$ cat src/rtl/smi_pkg.sv
// Shared definitions for the SMI FIFO reader: FSM encoding, word geometry,
// channel codes and a byte-select helper.
package smi_pkg;

    localparam int BYTES_PER_WORD = 4;

    // Channel codes for i_channel_sel and the latched active channel.
    localparam logic CH_09 = 1'b0;
    localparam logic CH_24 = 1'b1;

    typedef enum logic [2:0] {
        ST_IDLE  = 3'd0,
        ST_PULL  = 3'd1,
        ST_WAIT  = 3'd2,
        ST_LOAD  = 3'd3,
        ST_SHIFT = 3'd4
    } smi_state_t;

    // Byte idx of a 32-bit word, LSB byte first.
    function automatic logic [7:0] word_byte(input logic [31:0] word, input logic [1:0] idx);
        return 8'(word >> {idx, 3'b000});
    endfunction

endpackage

$ cat src/rtl/smi_strobe_sync.sv
// Synchronizer and rising-edge detector for the active-low SMI read strobe.
// The edge marks the end of a host byte read; o_rise is a one-cycle pulse.
module smi_strobe_sync #(
    parameter int SYNC_STAGES = 2   // legal range 2..4
) (
    input  logic i_sys_clk,
    input  logic i_reset_n,
    input  logic i_strobe_n,
    output logic o_rise
);

    logic [SYNC_STAGES-1:0] r_sync;
    logic                   r_prev;

    // Shift the raw strobe through the synchronizer and keep the previous synchronized value.
    always_ff @(posedge i_sys_clk) begin
        // NOTE: non-blocking assignments so every flop samples the pre-edge value of its neighbour.
        if (!i_reset_n) begin
            // Reset to the inactive (high) level so release never looks like a rising edge.
            r_sync <= '1;
            r_prev <= 1'b1;
        end else begin
            r_sync <= {r_sync[SYNC_STAGES-2:0], i_strobe_n};
            r_prev <= r_sync[SYNC_STAGES-1];
        end
    end

    assign o_rise = r_sync[SYNC_STAGES-1] & ~r_prev;

endmodule

$ cat src/rtl/smi_fifo_reader.sv
// Reads 32-bit words from one of two FIFOs and presents them byte by byte
// (LSB first) on the SMI bus, advancing on each end-of-read strobe edge.
module smi_fifo_reader
    import smi_pkg::*;
#(
    parameter int SYNC_STAGES = 2
) (
    input  logic        i_sys_clk,
    input  logic        i_reset_n,
    input  logic        i_channel_sel,
    output logic        o_fifo_09_pull,
    input  logic [31:0] i_fifo_09_pulled_data,
    input  logic        i_fifo_09_empty,
    output logic        o_fifo_24_pull,
    input  logic [31:0] i_fifo_24_pulled_data,
    input  logic        i_fifo_24_empty,
    input  logic        i_smi_soe_se,
    output logic [7:0]  o_smi_data_out,
    output logic        o_smi_read_req,
    input  logic        i_underrun_clr,
    output logic        o_underrun
);

    localparam logic [1:0] LAST_IDX = 2'(BYTES_PER_WORD - 1);

    smi_state_t  r_state;
    logic        r_channel;
    logic [31:0] r_word;
    logic [1:0]  r_idx;
    logic [7:0]  r_data_out;
    logic        r_read_req;
    logic        r_pull_09;
    logic        r_pull_24;
    logic        r_underrun;

    logic        w_strobe_rise;
    logic        w_sel_empty;

    smi_strobe_sync #(
        .SYNC_STAGES (SYNC_STAGES)
    ) u_strobe_sync (
        .i_sys_clk  (i_sys_clk),
        .i_reset_n  (i_reset_n),
        .i_strobe_n (i_smi_soe_se),
        .o_rise     (w_strobe_rise)
    );

    // Empty flag of the FIFO the selector currently points at, used when choosing the next word.
    assign w_sel_empty = (i_channel_sel == CH_24) ? i_fifo_24_empty : i_fifo_09_empty;

    // Main FSM with registered pulls, byte output, read request and sticky underrun.
    always_ff @(posedge i_sys_clk) begin
        if (!i_reset_n) begin
            r_state    <= ST_IDLE;
            r_channel  <= CH_09;
            r_word     <= '0;
            r_idx      <= '0;
            r_data_out <= '0;
            r_read_req <= 1'b0;
            r_pull_09  <= 1'b0;
            r_pull_24  <= 1'b0;
            r_underrun <= 1'b0;
        end else begin
            // NOTE: pulls default low every cycle so a pull is high only in the PULL state.
            r_pull_09 <= 1'b0;
            r_pull_24 <= 1'b0;

            // A host read with no word loaded is an underrun; setting beats clearing.
            if (w_strobe_rise && (r_state != ST_SHIFT)) begin
                r_underrun <= 1'b1;
            end else if (i_underrun_clr) begin
                r_underrun <= 1'b0;
            end

            case (r_state)
                ST_IDLE: begin
                    r_channel <= i_channel_sel;
                    if (!w_sel_empty) begin
                        r_state   <= ST_PULL;
                        r_pull_09 <= (i_channel_sel == CH_09);
                        r_pull_24 <= (i_channel_sel == CH_24);
                    end
                end

                ST_PULL: begin
                    r_state <= ST_WAIT;
                end

                // FIFO data is valid now; the word lands as the FSM enters LOAD.
                ST_WAIT: begin
                    r_word     <= (r_channel == CH_24) ? i_fifo_24_pulled_data : i_fifo_09_pulled_data;
                    r_idx      <= '0;
                    r_read_req <= 1'b1;
                    r_state    <= ST_LOAD;
                end

                ST_LOAD: begin
                    r_data_out <= word_byte(r_word, 2'd0);
                    r_state    <= ST_SHIFT;
                end

                ST_SHIFT: begin
                    if (w_strobe_rise) begin
                        if (r_idx == LAST_IDX) begin
                            // Word boundary: the only place the channel selector is honoured.
                            r_read_req <= 1'b0;
                            r_data_out <= '0;
                            r_idx      <= '0;
                            r_channel  <= i_channel_sel;
                            if (!w_sel_empty) begin
                                r_state   <= ST_PULL;
                                r_pull_09 <= (i_channel_sel == CH_09);
                                r_pull_24 <= (i_channel_sel == CH_24);
                            end else begin
                                r_state <= ST_IDLE;
                            end
                        end else begin
                            r_idx      <= r_idx + 2'd1;
                            r_data_out <= word_byte(r_word, r_idx + 2'd1);
                        end
                    end
                end

                default: begin
                    r_state <= ST_IDLE;
                end
            endcase
        end
    end

    assign o_fifo_09_pull = r_pull_09;
    assign o_fifo_24_pull = r_pull_24;
    assign o_smi_data_out = r_data_out;
    assign o_smi_read_req = r_read_req;
    assign o_underrun     = r_underrun;

endmodule

$ cat config.mk
export PLATFORM = sky130hd
export DESIGN_NAME = smi_fifo_reader
export DESIGN_NICKNAME = d
export VERILOG_FILES = /design/src/rtl/smi_pkg.sv /design/src/rtl/smi_strobe_sync.sv /design/src/rtl/smi_fifo_reader.sv
export SDC_FILE = /design/constraint.sdc
export NUM_CORES = 1
export LEC_CHECK = 0
export ABC_CLOCK_PERIOD_IN_PS = 1990
export BUFFER_PORTS_ARGS = -buffer_cell sky130_fd_sc_hd__buf_2
export CAP_MARGIN = 10
export CORE_AREA = 4 4 97 99
export DETAILED_ROUTE_END_ITERATION = 6
export DIE_AREA = 0 0 101 103
export PLACE_DENSITY_LB_ADDON = 0.2
export SLEW_MARGIN = 20
export SYNTH_ARGS = -nofsm -noshare
export SYNTH_HDL_FRONTEND = slang
export SYNTH_SLANG_ARGS = --single-unit
$ cat constraint.sdc
create_clock -name i_sys_clk -period 1.99 [get_ports i_sys_clk]
set_clock_uncertainty 0.2 [all_clocks]
set_input_delay 0.4975 -clock i_sys_clk [delete_from_list [all_inputs] [get_ports i_sys_clk]]
set_output_delay 0.4975 -clock i_sys_clk [all_outputs]
set_load 0.05 [all_outputs]
==> flow_metrics.tcl <==
set metrics [dict create \
    drive_gt1_share_pct 33.2 \
    antenna_cells 0 \
    grt_start_max_net_pins 42 \
    cts-root-buf "clkbuf_8" \
    synth_top_area_share_pct 41.1 \
    r2r-start "r_idx[0]$_SDFFE_PN0P_" \
    numClockSinks 53 \
    synth.most_common_cell "dfxtp_1" \
    setup_viol 0 \
    die_area_um2 10400 \
    synth_edf_count 0 \
    outcome "finished clean" \
    netlist_area_um2 2580 \
    io_buffers 82 \
    cp_data_required_time_ns 2.04 \
    p_per_area_nw_per_um2 761 \
    fmax_mhz 565 \
    post_cts.repair.setup_buffers 0 \
    finalCriticalPeriod_ns 1.77 \
    power_leakage_uw 0.00164 \
    htree_levels 2 \
    netlist_instances 253 \
    multi_input_area_um2 1420 \
    drtAntennaViolNets 0 \
    final_cells 436 \
    min_path_type "in2reg" \
    worstPathMaxFanout 9 \
    syn_nets 325 \
    synth_top_cell_by_area "dfxtp_1" \
    ys_seq_area_share_pct 41.1 \
    grtUsageTotal_pct 11.8 \
    synth_top_family_by_area "multiplexers" \
    die_w_um 101 \
    timing.hold.ws_ns 0.148 \
    drt_iter0_drc 89 \
    dp_slack_ns 0.221 \
    ir_drop_v 0.000298 \
    gr-total-overflow 0 \
    synth-simple-area-share_pct 14.0 \
    synth-seq-cells 53 \
    wl_per_cell_um 14.1 \
    register_area_um2 1060 \
    reg2reg_depth 5 \
    antenna_found_initial 0 \
    cts_buffer_depth 2 \
    slew_violations 0 \
    synth_top_cells_by_count "dfxtp_1, mux2i_1, nand2_1, o211a_1, o21ai_0" \
    nNetsFinal 399 \
    io_pins 83 \
    gp_congestion 0.741 \
    synth-compound-area-share_pct 19.2 \
    hold_viol 0 \
    syn_to_final_growth_pct 24.2 \
    hpwl_um 4590 \
    setup_slack_ns 0.222 \
    synthTopCellsByArea "dfxtp_1, mux2i_1, o211a_1, mux4_2, nand2_1" \
    firstDrtPassIters 4 \
    fin_crit_sh_pct 88.9 \
    drv_cap 0 \
    ys_async_sr_fraction_pct 0 \
    drt_wl_total_um 6140 \
    ctsResizeCount 0 \
    rsz0062_at_grt "no" \
    start_kind "register" \
    slew-limit-headroom_pct 73.2 \
    placedCellCount 428 \
    crit_type "reg2reg" \
    yosysWarnings 0 \
    grt_pass1_vias 2060 \
    die_h_um 103 \
    tightest_slew_ns 0.401 \
    worstPathArrival_ns 1.81 \
    reg2reg_slack_ns 0.22 \
    ys_dominant_reg_cell "dfxtp_1" \
    reg2reg_to "r_idx[0]$_SDFFE_PN0P_" \
    clkTransAtPathRegs_ns 0.10 \
    synth_mux_area_share_pct 20.6 \
    cts_made_buffers 5 \
    core_um2 8550 \
    synth_fa_ha_area_share_pct 0.485 \
    initial_core_util_pct 30.2 \
    rows 34 \
    cts_tree "done" \
    n_fill_cell 876 \
    yosys.area_share.xor_xnor_pct 0.340 \
    drc 0 \
    grt_first_pass_wirelength_um 9630 \
    drt-vias-per-instance 4.80 \
    critPathLaunch "r_idx[0]$_SDFFE_PN0P_" \
    hold_buffers 0 \
    syn_avg_cell_area_um2 10.2 \
    endpoint_kind "register" \
    crit_end "r_idx[0]$_SDFFE_PN0P_" \
    num_vias 2094 \
    fin_setup_tns_ns 0 \
    synth_cell_type_count 30 \
    insertion_delay_ns 0.31 \
]
## layout by cell type, fill, tap and decap left out, drive strengths merged
master | netlist | routed
nand2b | 15 | 15
and3b | 1 | 1
nor4bb | 1 | 1
nor2b | 5 | 5
or4b | 1 | 1
nor2 | 3 | 3
a211oi | 1 | 1
ha | 1 | 1
nand3b | 2 | 2
nand2 | 34 | 34
nor3 | 1 | 1
nor3b | 3 | 3
a21o | 1 | 1
xnor2 | 1 | 1
buf | 13 | 89
nand3 | 2 | 2
clkinvlp | 0 | 1
dfxtp | 53 | 53
o21ai | 17 | 17
a21boi | 2 | 2
mux4 | 8 | 8
clkbuf | 9 | 5
nand4bb | 1 | 1
mux2i | 35 | 35
o211a | 32 | 32
a21oi | 11 | 11
clkinv | 0 | 1
inv | 0 | 1
## where the power goes
group	internal [µW]	switching (µW)
Clock	251	373
Combinational	279	272
Sequential	1180	87.3
Total	1710	732
## sequential cells by signal, summed over array words and instances, names as in the netlist
signal                cells
r_word                   32
o_smi_data_out            8
r_state                   3
r_idx                     2
u_strobe_sync.r_sync      2
o_fifo_09_pull            1
o_fifo_24_pull            1
o_smi_read_req            1
o_underrun                1
r_channel                 1
u_strobe_sync.r_prev      1
## how the worst min path moves through the flow
| stage | start | endpoint | slack (ns) | depth (start not counted) |
|---|---|---|---|---|
| floorplan | u_strobe_sync.r_sync[0]$_SDFF_PN1_ | u_strobe_sync.r_sync[1]$_SDFF_PN1_ | 0.19 | 1 |
| global route | i_fifo_09_empty | o_fifo_09_pull$_SDFF_PN0_ | 0.14 | 2 |
| finish | i_fifo_24_empty | o_fifo_24_pull$_SDFF_PN0_ | 0.15 | 2 |
| detailed placement | u_strobe_sync.r_sync[0]$_SDFF_PN1_ | u_strobe_sync.r_sync[1]$_SDFF_PN1_ | 0.20 | 1 |
| global placement | u_strobe_sync.r_sync[0]$_SDFF_PN1_ | u_strobe_sync.r_sync[1]$_SDFF_PN1_ | 0.20 | 1 |
| CTS | i_fifo_24_empty | o_fifo_24_pull$_SDFF_PN0_ | 0.15 | 2 |
## area by class of cell
class                   instances  area share [%]
clock buffers                   5            2.15
well taps                     108            4.22
clock inverters                 3           0.664
flip-flops and latches         53            33.2
repair buffers                 89            15.6
multi-input cells             178            44.2
## worst max-delay path, stage by stage (launching register included)
cell and delay, ns:
dfxtp_1 0.32, ha_1 0.22, or4b_1 0.63, nor2_1 0.14, mux2i_1 0.08, nor2b_1 0.11
## metal layers
layer	share of wire, %	global-route usage (%)	vias up
met5	0	0	-
met4	0.41	2.15	0
met3	5.1	3.65	2
met2	51	21.4	39
met1	44	13.8	982
li1	-	-	1071
## kinds of logic after synthesis
kind of cell	count (synthesis)
AND/OR/NAND/NOR	69
flip-flops	53
buffers and inverters	22
adder cells (fa/ha/maj)	1
AO/OA/AOI/OAI	64
XOR/XNOR	1
multiplexers	43
## per-stage QoR
stage                     instance area (µm²)  power, µW  utilization [%]
final                                    3200       2440             37.5
after global routing                     3200       2580             37.5
after CTS                                3200       2470             37.5
after detailed placement                 3110       1850             36.4
after global placement                   3110       1840             36.4
after floorplan                          2580       1660                -
Power figures use the tool's default switching activity.
